===== config.mk =====
export PLATFORM = sky130hd
export DESIGN_NAME = icache_assoc
export DESIGN_NICKNAME = d
export VERILOG_FILES = /design/src/rtl/icache_assoc.sv
export SDC_FILE = /design/constraint.sdc
export NUM_CORES = 2
export LEC_CHECK = 0
export CORE_MARGIN = 4
export CORE_UTILIZATION = 50
export CTS_BUF_LIST = sky130_fd_sc_hd__clkbuf_8
export DETAILED_ROUTE_END_ITERATION = 12
export PLACE_DENSITY = 0.77
export SLEW_MARGIN = 20
export SYNTH_ARGS = -nofsm -noshare
export SYNTH_HDL_FRONTEND = slang
export SYNTH_SLANG_ARGS = --single-unit

===== constraint.sdc =====
create_clock -name clock -period 19.4 [get_ports clock]
set_clock_uncertainty 0.05 [all_clocks]
set_input_delay 5.82 -clock clock [delete_from_list [all_inputs] [get_ports clock]]
set_output_delay 5.82 -clock clock [all_outputs]
set_load 0.02 [all_outputs]

===== src/rtl/icache_assoc.sv =====
// N-way set-associative read-only instruction cache with tree-PLRU replacement,
// block refill from instruction memory and whole-cache flush (fence.i).
module icache_assoc #(
  parameter int NUM_SETS    = 8,
  parameter int NUM_WAYS    = 2,
  parameter int BLOCK_WORDS = 4
) (
  input  logic                                 clock,
  input  logic                                 reset,
  input  logic                                 read,
  input  logic [31:0]                          address,
  input  logic                                 flush,
  output logic [31:0]                          instruction,
  output logic                                 busywait,
  output logic                                 mem_read,
  output logic [32-2-$clog2(BLOCK_WORDS)-1:0]  mem_address,
  input  logic [32*BLOCK_WORDS-1:0]            mem_readdata,
  input  logic                                 mem_busywait
);

  localparam int OFF   = 2 + $clog2(BLOCK_WORDS);
  localparam int IDX_W = $clog2(NUM_SETS);
  localparam int TAG_W = 32 - OFF - IDX_W;
  localparam int WAY_W = $clog2(NUM_WAYS);
  localparam int WO_W  = (BLOCK_WORDS > 1) ? $clog2(BLOCK_WORDS) : 1;
  localparam int BLK_W = 32 * BLOCK_WORDS;

  typedef enum logic [1:0] {IDLE, MEM_READ, UPDATE} state_t;

  state_t state, next_state;

  logic [TAG_W-1:0]    tags   [NUM_SETS][NUM_WAYS];
  logic [BLK_W-1:0]    blocks [NUM_SETS][NUM_WAYS];
  logic [NUM_WAYS-1:0] valid  [NUM_SETS];
  logic [NUM_WAYS-2:0] plru   [NUM_SETS];

  logic [IDX_W-1:0] idx;
  logic [TAG_W-1:0] tag;
  logic [WO_W-1:0]  woff;
  logic             unused;

  logic             hit;
  logic [WAY_W-1:0] hit_way;
  logic [WAY_W-1:0] victim;
  logic             found;
  logic [BLK_W-1:0] hit_block;

  logic [WAY_W-1:0] lway;
  logic [IDX_W-1:0] lidx;
  logic [TAG_W-1:0] ltag;
  logic [BLK_W-1:0] lblock;
  logic             pend;

  assign idx    = address[OFF+IDX_W-1:OFF];
  assign tag    = address[31:OFF+IDX_W];
  assign unused = ^address[1:0];

  generate
    if (BLOCK_WORDS > 1) begin : g_woff
      assign woff = address[OFF-1:2];
    end else begin : g_woff_none
      assign woff = '0;
    end
  endgenerate

  // Tree bits point towards the victim side: 0 = left subtree, 1 = right subtree.
  function automatic logic [WAY_W-1:0] plru_victim(input logic [NUM_WAYS-2:0] bits);
    int unsigned node;
    node = 1;
    for (int unsigned l = 0; l < WAY_W; l++) begin
      node = 2 * node + 32'(bits[node-1]);
    end
    return WAY_W'(node - NUM_WAYS);
  endfunction

  function automatic logic [NUM_WAYS-2:0] plru_touch(input logic [NUM_WAYS-2:0] bits,
                                                     input logic [WAY_W-1:0]    way);
    logic [NUM_WAYS-2:0] nb;
    int unsigned         node;
    nb   = bits;
    node = 1;
    for (int unsigned l = 0; l < WAY_W; l++) begin
      nb[node-1] = ~way[WAY_W-1-l];
      node       = 2 * node + 32'(way[WAY_W-1-l]);
    end
    return nb;
  endfunction

  always_comb begin
    hit     = 1'b0;
    hit_way = '0;
    for (int unsigned w = 0; w < NUM_WAYS; w++) begin
      if (!hit && valid[idx][w] && tags[idx][w] == tag) begin
        hit     = 1'b1;
        hit_way = WAY_W'(w);
      end
    end
  end

  always_comb begin
    victim = plru_victim(plru[idx]);
    found  = 1'b0;
    for (int unsigned w = 0; w < NUM_WAYS; w++) begin
      if (!found && !valid[idx][w]) begin
        found  = 1'b1;
        victim = WAY_W'(w);
      end
    end
  end

  assign hit_block = blocks[idx][hit_way];

  always_comb begin
    next_state  = state;
    busywait    = 1'b0;
    mem_read    = 1'b0;
    mem_address = '0;
    instruction = '0;
    case (state)
      IDLE: begin
        if (read && hit) begin
          instruction = hit_block[32*int'(woff) +: 32];
        end else if (read) begin
          busywait   = 1'b1;
          next_state = MEM_READ;
        end
      end
      MEM_READ: begin
        busywait    = 1'b1;
        mem_read    = 1'b1;
        mem_address = {ltag, lidx};
        if (!mem_busywait) next_state = UPDATE;
      end
      UPDATE: begin
        busywait   = 1'b1;
        next_state = IDLE;
      end
      default: next_state = IDLE;
    endcase
  end

  always_ff @(posedge clock) begin
    if (state == IDLE && read && !hit) begin
      lway <= victim;
      lidx <= idx;
      ltag <= tag;
    end
    if (state == MEM_READ && !mem_busywait) lblock <= mem_readdata;
    if (state == UPDATE) begin
      tags[lidx][lway]   <= ltag;
      blocks[lidx][lway] <= lblock;
    end
  end

  always_ff @(posedge clock) begin
    if (reset) begin
      state <= IDLE;
      pend  <= 1'b0;
      for (int unsigned s = 0; s < NUM_SETS; s++) begin
        valid[s] <= '0;
        plru[s]  <= '0;
      end
    end else begin
      state <= next_state;
      pend  <= (state == MEM_READ) ? (pend | flush) : 1'b0;
      case (state)
        IDLE:     if (read && hit) plru[idx] <= plru_touch(plru[idx], hit_way);
        UPDATE: begin
          valid[lidx][lway] <= 1'b1;
          plru[lidx]        <= plru_touch(plru[lidx], lway);
        end
        default: ;
      endcase
      // A flush seen during a refill is deferred so the new line is also dropped on IDLE entry.
      if ((state == IDLE && flush) || (state == UPDATE && (flush || pend))) begin
        for (int unsigned s = 0; s < NUM_SETS; s++) begin
          valid[s] <= '0;
          plru[s]  <= '0;
        end
      end
    end
  end

endmodule


==> flow_summary.toml <==
[outcome]
status = "finished, final reports clean"

[critical_path]
cp_slowest_stage_delay_ns = 0.69
arrival_ns = 11.56
cp.required_ns = 13.53
crit_fanout = 59
crit_chain = "buf_8, buf_12, nand2b_1, a2bb2oi_1, o21ai_0, xor2_1, nand2_1, or4_4, nor4_2, buf_12, buf_12, mux2i_1, o22ai_1, nor4_2, clkdlybuf4s50_1"
cp_common_cell = "buf_12"
critPathCaptureType = "output port"
worst_path_max_delay_cell = "clkdlybuf4s50_1"
crit_type = "input pin to output port"
start_kind = "input pin"

[logic_synthesis]
synth_cell_types = 68
ys_seq_elements = 2632
ys.flop_type = "edfxtp_1"
syn_inst = 4755
async_flop_share_pct = 0
synth_area_leader_cell = "edfxtp_1"
netlist_area_mm2 = 0.102
synth.top_cell.area_share_pct = 77.1
yosys_warnings = 0
ys_seq_area_share_pct = 77.5
synthTopCellsByArea = "edfxtp_1 (77%), mux4_2 (13%), mux2i_1 (2.0%), nand2_1 (0.83%), and2_1 (0.77%)"
synth_edf_count = 2613
postSynthAreaPerCell_um2 = 21.4
synth_nets = 4924

[floorplan]
start_util_pct = 50.3
fp.dieH_um = 459
num_rows = 165
die_x_um = 459
core_mm2 = 0.202
dieArea_mm2 = 0.211
io_pins = 227

[grt]
grt_max_degree = 134
grt_pass1_wl_um = 358000
antenna_found_initial = 9
gr-total-overflow = 0
grt.total_usage_pct = 23.3
grt_pass1_vias = 51881

[timing]
max-slew-margin-rel_pct = 0.311
fin_setup_tns_ns = 0
post-route-period-util_pct = 89.9
hold_slack_ns = 0.408
fmax_mhz = 57.4
tightest_slew_ns = 1.50
slew_viol_final = 0
rsz0062_at_grt = "false"
layout_min_cycle_time_ns = 17.43
hold_viol_final = 0
setup_viol = 0

[drt]
wirelength_um = 246000
drc = 0
vias = 51360
antenna_violating_nets_post_route = 0
first_pass_iters = 6
first_iter_violations = 6619
wire_per_inst_um = 30.0
avgViaCountPerCell = 6.26

[final_layout]
mostFrequentLayoutCell = "edfxtp_1"
drive_gt1_share_pct = 23.3
regArea_mm2 = 0.0788
utilization_pct = 56.8
num-fill-cells = 14293
final_nets = 5394
final_cells = 8202
final_cell_mix = "edfxtp_1 (2613), mux4_2 (580), clkbuf_8 (418)"
multi_input_area_mm2 = 0.0219
area_delta_synth_final_pct = 12.8

[power_and_ir_drop]
p_sw_share_pct = 21.7
leakagePower_nw = 35.8
power.density_mw_per_mm2 = 95.8
seq_power_share_pct = 57.7
max-vdd-ir-drop_v = 0.0000732
p_switching_mw = 2.39
combPwrFrac_pct = 4.3
power_frac_clock_pct = 38.0
p_int_mw = 8.62

[clock_tree]
cts_tree = "yes"
cts_root_buffer = "clkbuf_8"
cts_setup_buffers = 0
clk_pin_slew_ns = 0.06
clk_latency_ns = 1.04
cts_buffers = 415
clock_path_buffers = 4
cts_resized = 0
ctsHoldBuffers = 0
cts_sinks = 2632
cts-htree-levels = 5

[worst_hold_path]
worst_hold_path_type = "flip-flop to flip-flop"

[placement]
dp_cells = 7480
gp_congestion = 0.844
dp.final_hpwl_um = 125000
portBuffers = 224

[flow_run]
max_cap_violations = 0
-- kinds of logic after synthesis --
kind of cell	count (synthesis)	synth area share [%]
AO/OA/AOI/OAI	332	2.46
XOR/XNOR	44	0.379
adder cells (fa/ha/maj)	4	0.0492
buffers and inverters	287	1.21
flip-flops	2632	77.5
multiplexers	826	15.3
AND/OR/NAND/NOR	630	3.13
-- state kept, by name, indices dropped and copies added (netlist names) --
signal,count
blocks,2048
lidx,3
ltag,25
state,2
lway,1
plru,8
valid,16
tags,400
pend,1
lblock,128
-- final timing paths --
path,slack (ns),start,end,depth (start not counted)
worst max-delay path,1.97,address[4],instruction[24],15
worst min-delay path,0.41,valid[6][0],valid[6][0],1
worst max register to register,14.89,state[0],blocks[5][15],6
worst min register to register,0.41,valid[6][0],valid[6][0],1
-- layer usage --
layer | global-route usage [%] | up-vias | share of wire [%]
li1 | - | 20788 | -
met1 | 32.8 | 26699 | 37
met2 | 36.0 | 3332 | 47
met3 | 4.90 | 541 | 11
met4 | 9.57 | 0 | 4.2
met5 | 0 | - | 0
-- layout make-up --
| cell class | count | share of cell area, % |
|---|---|---|
| flip-flops and latches | 2632 | 68.7 |
| multi-input cells | 1836 | 19.1 |
| clock buffers | 418 | 5.01 |
| repair buffers | 333 | 3.02 |
| well taps | 2672 | 2.91 |
| clock inverters | 297 | 1.30 |
| inverters | 7 | 0.0272 |
| diodes | 7 | 0.0153 |
-- through the flow --
| stage | area, um2 | power (mW) | setup slack, ns |
|---|---|---|---|
| 2_1_floorplan | 102000 | 6.75 | 3.11 |
| 3_3_place_gp | 108000 | 6.93 | 1.89 |
| 3_5_place_dp | 108000 | 6.94 | 1.93 |
| 4_1_cts | 115000 | 11.1 | 1.91 |
| 5_1_grt | 115000 | 11.4 | 1.64 |
| 6_report | 115000 | 11.0 | 1.97 |
-- worst max-delay path: cells and delay by family --
family / cells / cell delay (ns)
compound gates: 3 / 0.76
xor+xnor: 1 / 0.24
buf+inv: 5 / 2.28
simple gates: 5 / 1.89
mux: 1 / 0.29
-- power groups by stage --
stage          registers [mW]  clock network [mW]  logic (mW)
6_report                 6.35                4.18       0.475
5_1_grt                  6.35                4.54       0.504
4_1_cts                  6.35                4.25       0.479
3_5_place_dp             6.46                   0       0.476
3_3_place_gp             6.46                   0       0.473
2_1_floorplan            6.45                   0       0.302
-- Yosys cell counts (3+ instances only) --
cell	instances
nor4_1	12
nand2b_1	10
a21oi_1	15
o21ai_0	13
nand2_1	224
nor2b_1	10
mux2_2	44
nor2_1	157
xor2_1	23
mux2i_1	201
o21bai_1	3
and2_1	125
o211ai_1	98
buf_1	35
mux4_2	580
nor3_1	25
clkbuf_1	180
o41ai_1	64
o21a_1	16
dfxtp_1	19
edfxtp_1	2613
buf_4	9
a2bb2oi_1	7
ha_1	4
o221ai_1	6
nand4_1	5
o22ai_1	42
o31a_1	3
inv_1	6
and4_1	3
a211oi_1	36
xnor2_1	21
buf_6	8
or2_2	4
nand3_1	6
nor4_2	30
a22oi_1	9
buf_2	48
nand4b_1	4
No activity file was read; power rests on OpenSTA's default activity.
